[config.mk]
export PLATFORM = sky130hd
export DESIGN_NAME = seq_detector_prog
export DESIGN_NICKNAME = d
export VERILOG_FILES = /design/src/rtl/seq_detector_prog.sv
export SDC_FILE = /design/constraint.sdc
export NUM_CORES = 1
export LEC_CHECK = 0
export ABC_AREA = 1
export ABC_CLOCK_PERIOD_IN_PS = 5250
export CAP_MARGIN = 20
export CORE_UTILIZATION = 55
export DETAILED_ROUTE_END_ITERATION = 10
export HOLD_SLACK_MARGIN = 0.12
export PLACE_DENSITY = 0.88
export REMOVE_ABC_BUFFERS = 1
export SYNTH_ARGS = -nofsm -noshare
export SYNTH_HDL_FRONTEND = slang
export SYNTH_SLANG_ARGS = --single-unit
[constraint.sdc]
create_clock -name clk -period 5.25 [get_ports clk]
set_input_delay 1.05 -clock clk [delete_from_list [all_inputs] [get_ports clk]]
set_output_delay 1.05 -clock clk [all_outputs]
set_load 0.01 [all_outputs]
[src/rtl/seq_detector_prog.sv]
// Programmable serial pattern detector: shifts in valid bits, compares the newest
// len bits against a stored pattern, and counts matches in overlapping or non-overlapping mode.
module seq_detector_prog #(
    parameter int                 MAX_LEN     = 8,
    parameter int                 CNT_W       = 8,
    parameter int                 DEF_LEN     = 4,
    parameter logic [MAX_LEN-1:0] DEF_PATTERN = 'b1011,
    parameter logic               DEF_OVERLAP = 1'b1,
    localparam int                LEN_W       = $clog2(MAX_LEN + 1)
) (
    input  logic               clk,
    input  logic               reset,
    input  logic               cfg_we,
    input  logic [MAX_LEN-1:0] cfg_pattern,
    input  logic [LEN_W-1:0]   cfg_len,
    input  logic               cfg_overlap,
    input  logic               in_valid,
    input  logic               in_bit,
    input  logic               count_clr,
    output logic               match,
    output logic [CNT_W-1:0]   match_count,
    output logic [LEN_W-1:0]   active_len
);

    localparam logic [LEN_W-1:0]   FILL_MAX = LEN_W'(MAX_LEN);
    localparam logic [LEN_W-1:0]   RST_LEN  = (DEF_LEN > MAX_LEN) ? FILL_MAX : LEN_W'(DEF_LEN);
    localparam logic [MAX_LEN-1:0] ALL_ONES = '1;
    localparam logic [CNT_W-1:0]   CNT_MAX  = '1;

    logic [MAX_LEN-1:0] pat;
    logic [LEN_W-1:0]   len;
    logic               ovl;
    logic [MAX_LEN-1:0] hist;
    logic [LEN_W-1:0]   fill;

    logic [MAX_LEN-1:0] hist_next;
    logic [LEN_W-1:0]   fill_next;
    logic [MAX_LEN-1:0] mask;
    logic [LEN_W-1:0]   cfg_len_clamped;
    logic               hit;

    // NOTE: every signal written here gets a value on every path (defaults first), so no latch is inferred.
    always_comb begin
        hist_next       = {hist[MAX_LEN-2:0], in_bit};
        fill_next       = (fill == FILL_MAX) ? fill : fill + LEN_W'(1);
        // Shifting by len == MAX_LEN empties the vector, giving an all-ones mask.
        mask            = ~(ALL_ONES << len);
        cfg_len_clamped = (cfg_len > FILL_MAX) ? FILL_MAX : cfg_len;
        hit             = 1'b0;
        if (in_valid && !cfg_we && (len != '0) && (fill_next >= len)
            && (((hist_next ^ pat) & mask) == '0)) begin
            hit = 1'b1;
        end
    end

    // NOTE: state registers use non-blocking assignments so all of them update from pre-edge values.
    always_ff @(posedge clk) begin
        if (reset) begin
            pat         <= DEF_PATTERN;
            len         <= RST_LEN;
            ovl         <= DEF_OVERLAP;
            hist        <= '0;
            fill        <= '0;
            match       <= 1'b0;
            match_count <= '0;
        end else begin
            match <= hit;

            // A configuration write takes precedence over a bit arriving in the same cycle.
            if (cfg_we) begin
                pat  <= cfg_pattern;
                len  <= cfg_len_clamped;
                ovl  <= cfg_overlap;
                fill <= '0;
            end else if (in_valid) begin
                hist <= hist_next;
                fill <= (hit && !ovl) ? '0 : fill_next;
            end

            if (count_clr) begin
                match_count <= '0;
            end else if (hit && (match_count != CNT_MAX)) begin
                match_count <= match_count + CNT_W'(1);
            end
        end
    end

    assign active_len = len;

endmodule

Word level (Yosys, flattened, before mapping)
Index checks and enable logic that the tools add are counted.
Operators by class
  add/subtract/negate cells: 2
  magnitude comparators: 2
  equality and inequality tests: 2
  shift-type cells: 1
  multiplexer cells: 4
  bitwise operators: 4
  reduce and logical (&&, ||, !) cells: 13
Operators by type and width (count)
  4-bit two-way mux: 3
  8-bit by 1-bit adder with 8-bit output (second input constant): 1
  8-bit bitwise AND: 1
  8-bit logical NOT: 1
  8-bit != test (second input constant): 1
  8-bit NOT: 1
  8-bit by 4-bit left shift with 8-bit output (first input constant): 1
  8-bit bitwise XOR: 1
  1-bit logical AND: 6
  4-bit by 1-bit adder with 4-bit output (second input constant): 1
  4-bit == test (second input constant): 1
  4-bit greater-or-equal comparator: 1
  4-bit > comparator (second input constant): 1
  4-bit nonzero test: 1
  2-bit OR reduction: 2
  1-bit logical NOT: 2
  2-bit AND reduction: 1
  1-bit two-way mux: 1
  1-bit NOT: 1
Word-level totals
  register bits after elaboration: 33
  input bits: 19
  output and inout port bits: 13
  word-level logic and storage cells: 35

Logic depth before layout (Yosys ltp)
  word-level depth: 8
  gate-level depth with buffers: 18
  mapped depth without buffers: 17

Worst setup path before layout
OpenSTA, ideal clock, no wires.
  kind: input to register
  from: input cfg_we
  to: register fill[0]
  library setup time: 119 ps
  arrival: 1820 ps
  required time: 5131 ps
  setup slack: 3311 ps
  stages on the path: 9
  buffers on the path: 1
  cell sequence: inv_2 -> nand2_2 -> a21oi_2 -> nand3_2 -> nor2_4 -> buf_6 -> nand3_2 -> nand2_1 -> a21oi_1
Between the ends
  word-level cells in the longest chain between the ends: 8
RTL lines
  start, declared: line 13  | input logic cfg_we,
  1-bit logical NOT: line 50  | if (in_valid && !cfg_we && (len != '0) && (fill_next >= len)
  1-bit logical AND (3 in a row): line 50
  1-bit logical AND: line 51  | && (((hist_next ^ pat) & mask) == '0)) begin
  1-bit two-way mux: line 50
  1-bit logical AND: line 77  | fill <= (hit && !ovl) ? '0 : fill_next;
  4-bit two-way mux: line 77
  end signal, assigned: line 77
  end, declared: line 34  | logic [LEN_W-1:0] fill;
Parallel ways exist; a longest one is shown, timed or not.
A chain may end at the register's enable or synchronous reset.

Worst setup path after layout
  from: input cfg_we
  to: register match_count[0]
Between the ends
  word-level cells in the longest chain between the ends: 7
RTL lines
  1-bit logical NOT: line 50
  1-bit logical AND (3 in a row): line 50
  1-bit logical AND: line 51
  1-bit two-way mux: line 50
  1-bit logical AND: line 82  | end else if (hit && (match_count != CNT_MAX)) begin
  end signal, assigned: line 83  | match_count <= match_count + CNT_W'(1);
  end, declared: line 21  | output logic [CNT_W-1:0] match_count,
Every way passes these cells.

==> results.yml <==
timing:
  final.period_utilization_pct: 53.8
  rsz0062_at_grt: "no"
  fmax_mhz: 354
  slew_headroom_pct: 44.4
  finalSetupTns_ps: 0
  hold_viol: 0
  setup_violations: 0
  clock_skew_ps: 9.02
  tightestPinTransition_ps: 831
  period_needed_ps: 2820
  layout_setup_ws_ps: 2430
  slew_violations: 0
outcome:
  outcome: "finished, final reports clean"
clocking:
  cts_tree: "yes"
  root_buffer: "clkbuf_4"
  clock_sinks: 33
  cts_buffers: 5
  postCtsResizedCells: 0
  clkLatencyLatePin_ps: 340
  clk_pin_slew_ps: 110
  postCtsHoldBufs: 0
  htreeDepth: 2
  clock_path_buffers: 2
  cts_setup_buffers: 0
detailed_routing:
  dr.pass1.iters: 4
  initialDrtViolationCount: 77
  wl_per_cell_um: 12.0
  drt_wl_total_um: 3970
  vias: 1712
  drc: 0
  ant_nets: 0
  vias_per_cell: 5.19
grt:
  antenna_found_initial: 0
  grt_pass1_wl_um: 6530
  grtUsageTotal_pct: 25.4
  grt_start_max_net_pins: 20
  grt_overflow_total: 0
  grt_pass1_vias: 1545
setup_path:
  cp_num_buf_inv: 2
  cp_cell_sequence: "clkdlybuf4s50_1 > inv_2 > nand2_2 > a21oi_2 > nand3_2 > nor2_4 > nand3_2 > nand2_1 > nand2_1 > nor2_1"
  endpoint_kind: "flip-flop"
  required_ps: 5540
  cp.arrival_ps: 3110
  slowest_delay_ps: 540
  critPathKind: "input port to flip-flop"
  critPathLaunchType: "input port"
  crit_path_top_delay_cell: "clkdlybuf4s50_1"
  critPathTopFamily: "simple AND/OR/NAND/NOR gates"
  critical_path.max_fanout: 17
floorplanning:
  num_rows: 20
  die-area_um2: 3430
  core_um2: 3050
  chipHeight_um: 58.6
  ios: 32
  die_w_um: 58.6
  initial_core_util_pct: 57.7
yosys:
  yosys.area.top_type: "dfxtp_1"
  avgSynthCellArea_um2: 6.99
  synth_area_leaders: "dfxtp_1 (38%), nand2_1 (15%), inv_1 (7.2%)"
  ys_types: 25
  synth_top_area_share_pct: 37.5
  yosysSeqAreaShare_pct: 37.5
  yosysWarnings: 0
  yosys_register_bits: 33
  synth_area_um2: 1760
  synthCells: 252
cells_and_area:
  fin_cells: 330
  areaGrowthSynthToFinish_pct: 23.9
  fillers: 275
  antenna-diode-count: 0
  layout.nets: 311
  drive_gt1_share_pct: 7.34
  final_core_util_pct: 71.5
min_path:
  hp-class: "flip-flop to flip-flop"
place:
  portBuffers: 31
  place_ws_ps: 2080
  dp.cells: 322
  gp_congestion: 0.825
  dp_hpwl_um: 2900
pwr:
  p_leak_nw: 0.945
  ir_worst_vdd_mv: 0.159
  p_per_area_nw_per_um2: 249
job:
  maxCapViolCount: 0
[worst register-to-register path, delay by kind of cell, from the launching register on]
kind	cells	cell delay (ps)
simple gates	12	1580
buf+inv	2	110
fa+ha+maj	2	390
xor+xnor	1	160
flops	1	420
[logic make-up (layout without fill, tap and decap cells)]
family	count (synthesis)	after routing	share of synthesized area, %
xor gates and xnor gates	7	7	3.48
buffers and inverters	42	76	9.59
DFF	33	33	37.5
and+or+nand+nor	119	119	31.5
AOI/OAI and AO/OA	44	44	13.0
adders and majority gates	7	7	4.97
[metrics by stage]
step	total power (W)	hold slack, ps	area [µm²]
after floorplan	0.000316	443	1730
after global placement	0.000344	459	2100
after detailed placement	0.000347	463	2100
after CTS	0.000545	489	2180
after global routing	0.000567	520	2180
final	0.000544	489	2180
[state kept, by name, indices dropped and copies added, names as in the netlist]
| signal | cells |
|---|---|
| hist | 7 |
| match_count | 8 |
| pat | 8 |
| ovl | 1 |
| active_len | 4 |
| match | 1 |
| fill | 4 |
[power breakdown]
part	internal [W]	switching, W	total (W)
combinational	0.0000317	0.0000406	0.0000723
clock	0.000114	0.0000881	0.000202
sequential	0.000261	0.00000914	0.000270
total	0.000406	0.000138	0.000544
[per-layer routing]
metal | vias up | part of all wire [%] | track usage (%)
met2 | 51 | 47 | 42.7
met4 | 0 | 2.0 | 9.52
met1 | 773 | 46 | 31.3
li1 | 879 | - | -
met3 | 9 | 5.4 | 6.59
met5 | - | 0 | 0
[Yosys cell counts (all sizes together)]
cell type	instances
inv	36
o21ai	16
clkbuf	3
nand2	70
o211ai	1
a21oi	26
nand4	8
clkinv	1
nor2	18
nor4	1
or2	1
xor2	7
a211oi	1
dfxtp	33
buf	2
ha	7
nor3	1
nand3	20
[cell usage in the layout (no fill, tap or decap), types with 2 or more instances in the layout]
| cell type | count |
|---|---|
| dfxtp_1 | 33 |
| nand2_1 | 69 |
| nor2_4 | 2 |
| nand3_1 | 15 |
| clkbuf_4 | 5 |
| o21ai_0 | 16 |
| nand4_1 | 8 |
| nand3_2 | 5 |
| inv_2 | 2 |
| a21oi_1 | 25 |
| clkdlybuf4s50_1 | 31 |
| ha_1 | 7 |
| nor2_1 | 15 |
| inv_1 | 34 |
| xor2_1 | 7 |
[layout make-up]
class                   instances  area [µm²]  area share (%)
flip-flops and latches         33         661            30.3
well taps                      44        55.1            2.52
repair buffers                 31         310            14.2
clock inverters                 1        30.0            1.38
inverters                      37         139            6.36
multi-input cells             177         932            42.7
clock buffers                   7        55.1            2.52
[final timing paths]
kind	from	endpoint	slack [ps]	depth (start not counted)
setup / recovery	cfg_we	match_count[0]	2430	10
hold / removal	pat[3]	pat[3]	490	2
setup reg to reg	fill[0]	match_count[0]	2530	17
hold reg to reg	pat[3]	pat[3]	490	2
No activity file was read; power rests on OpenSTA's default activity.
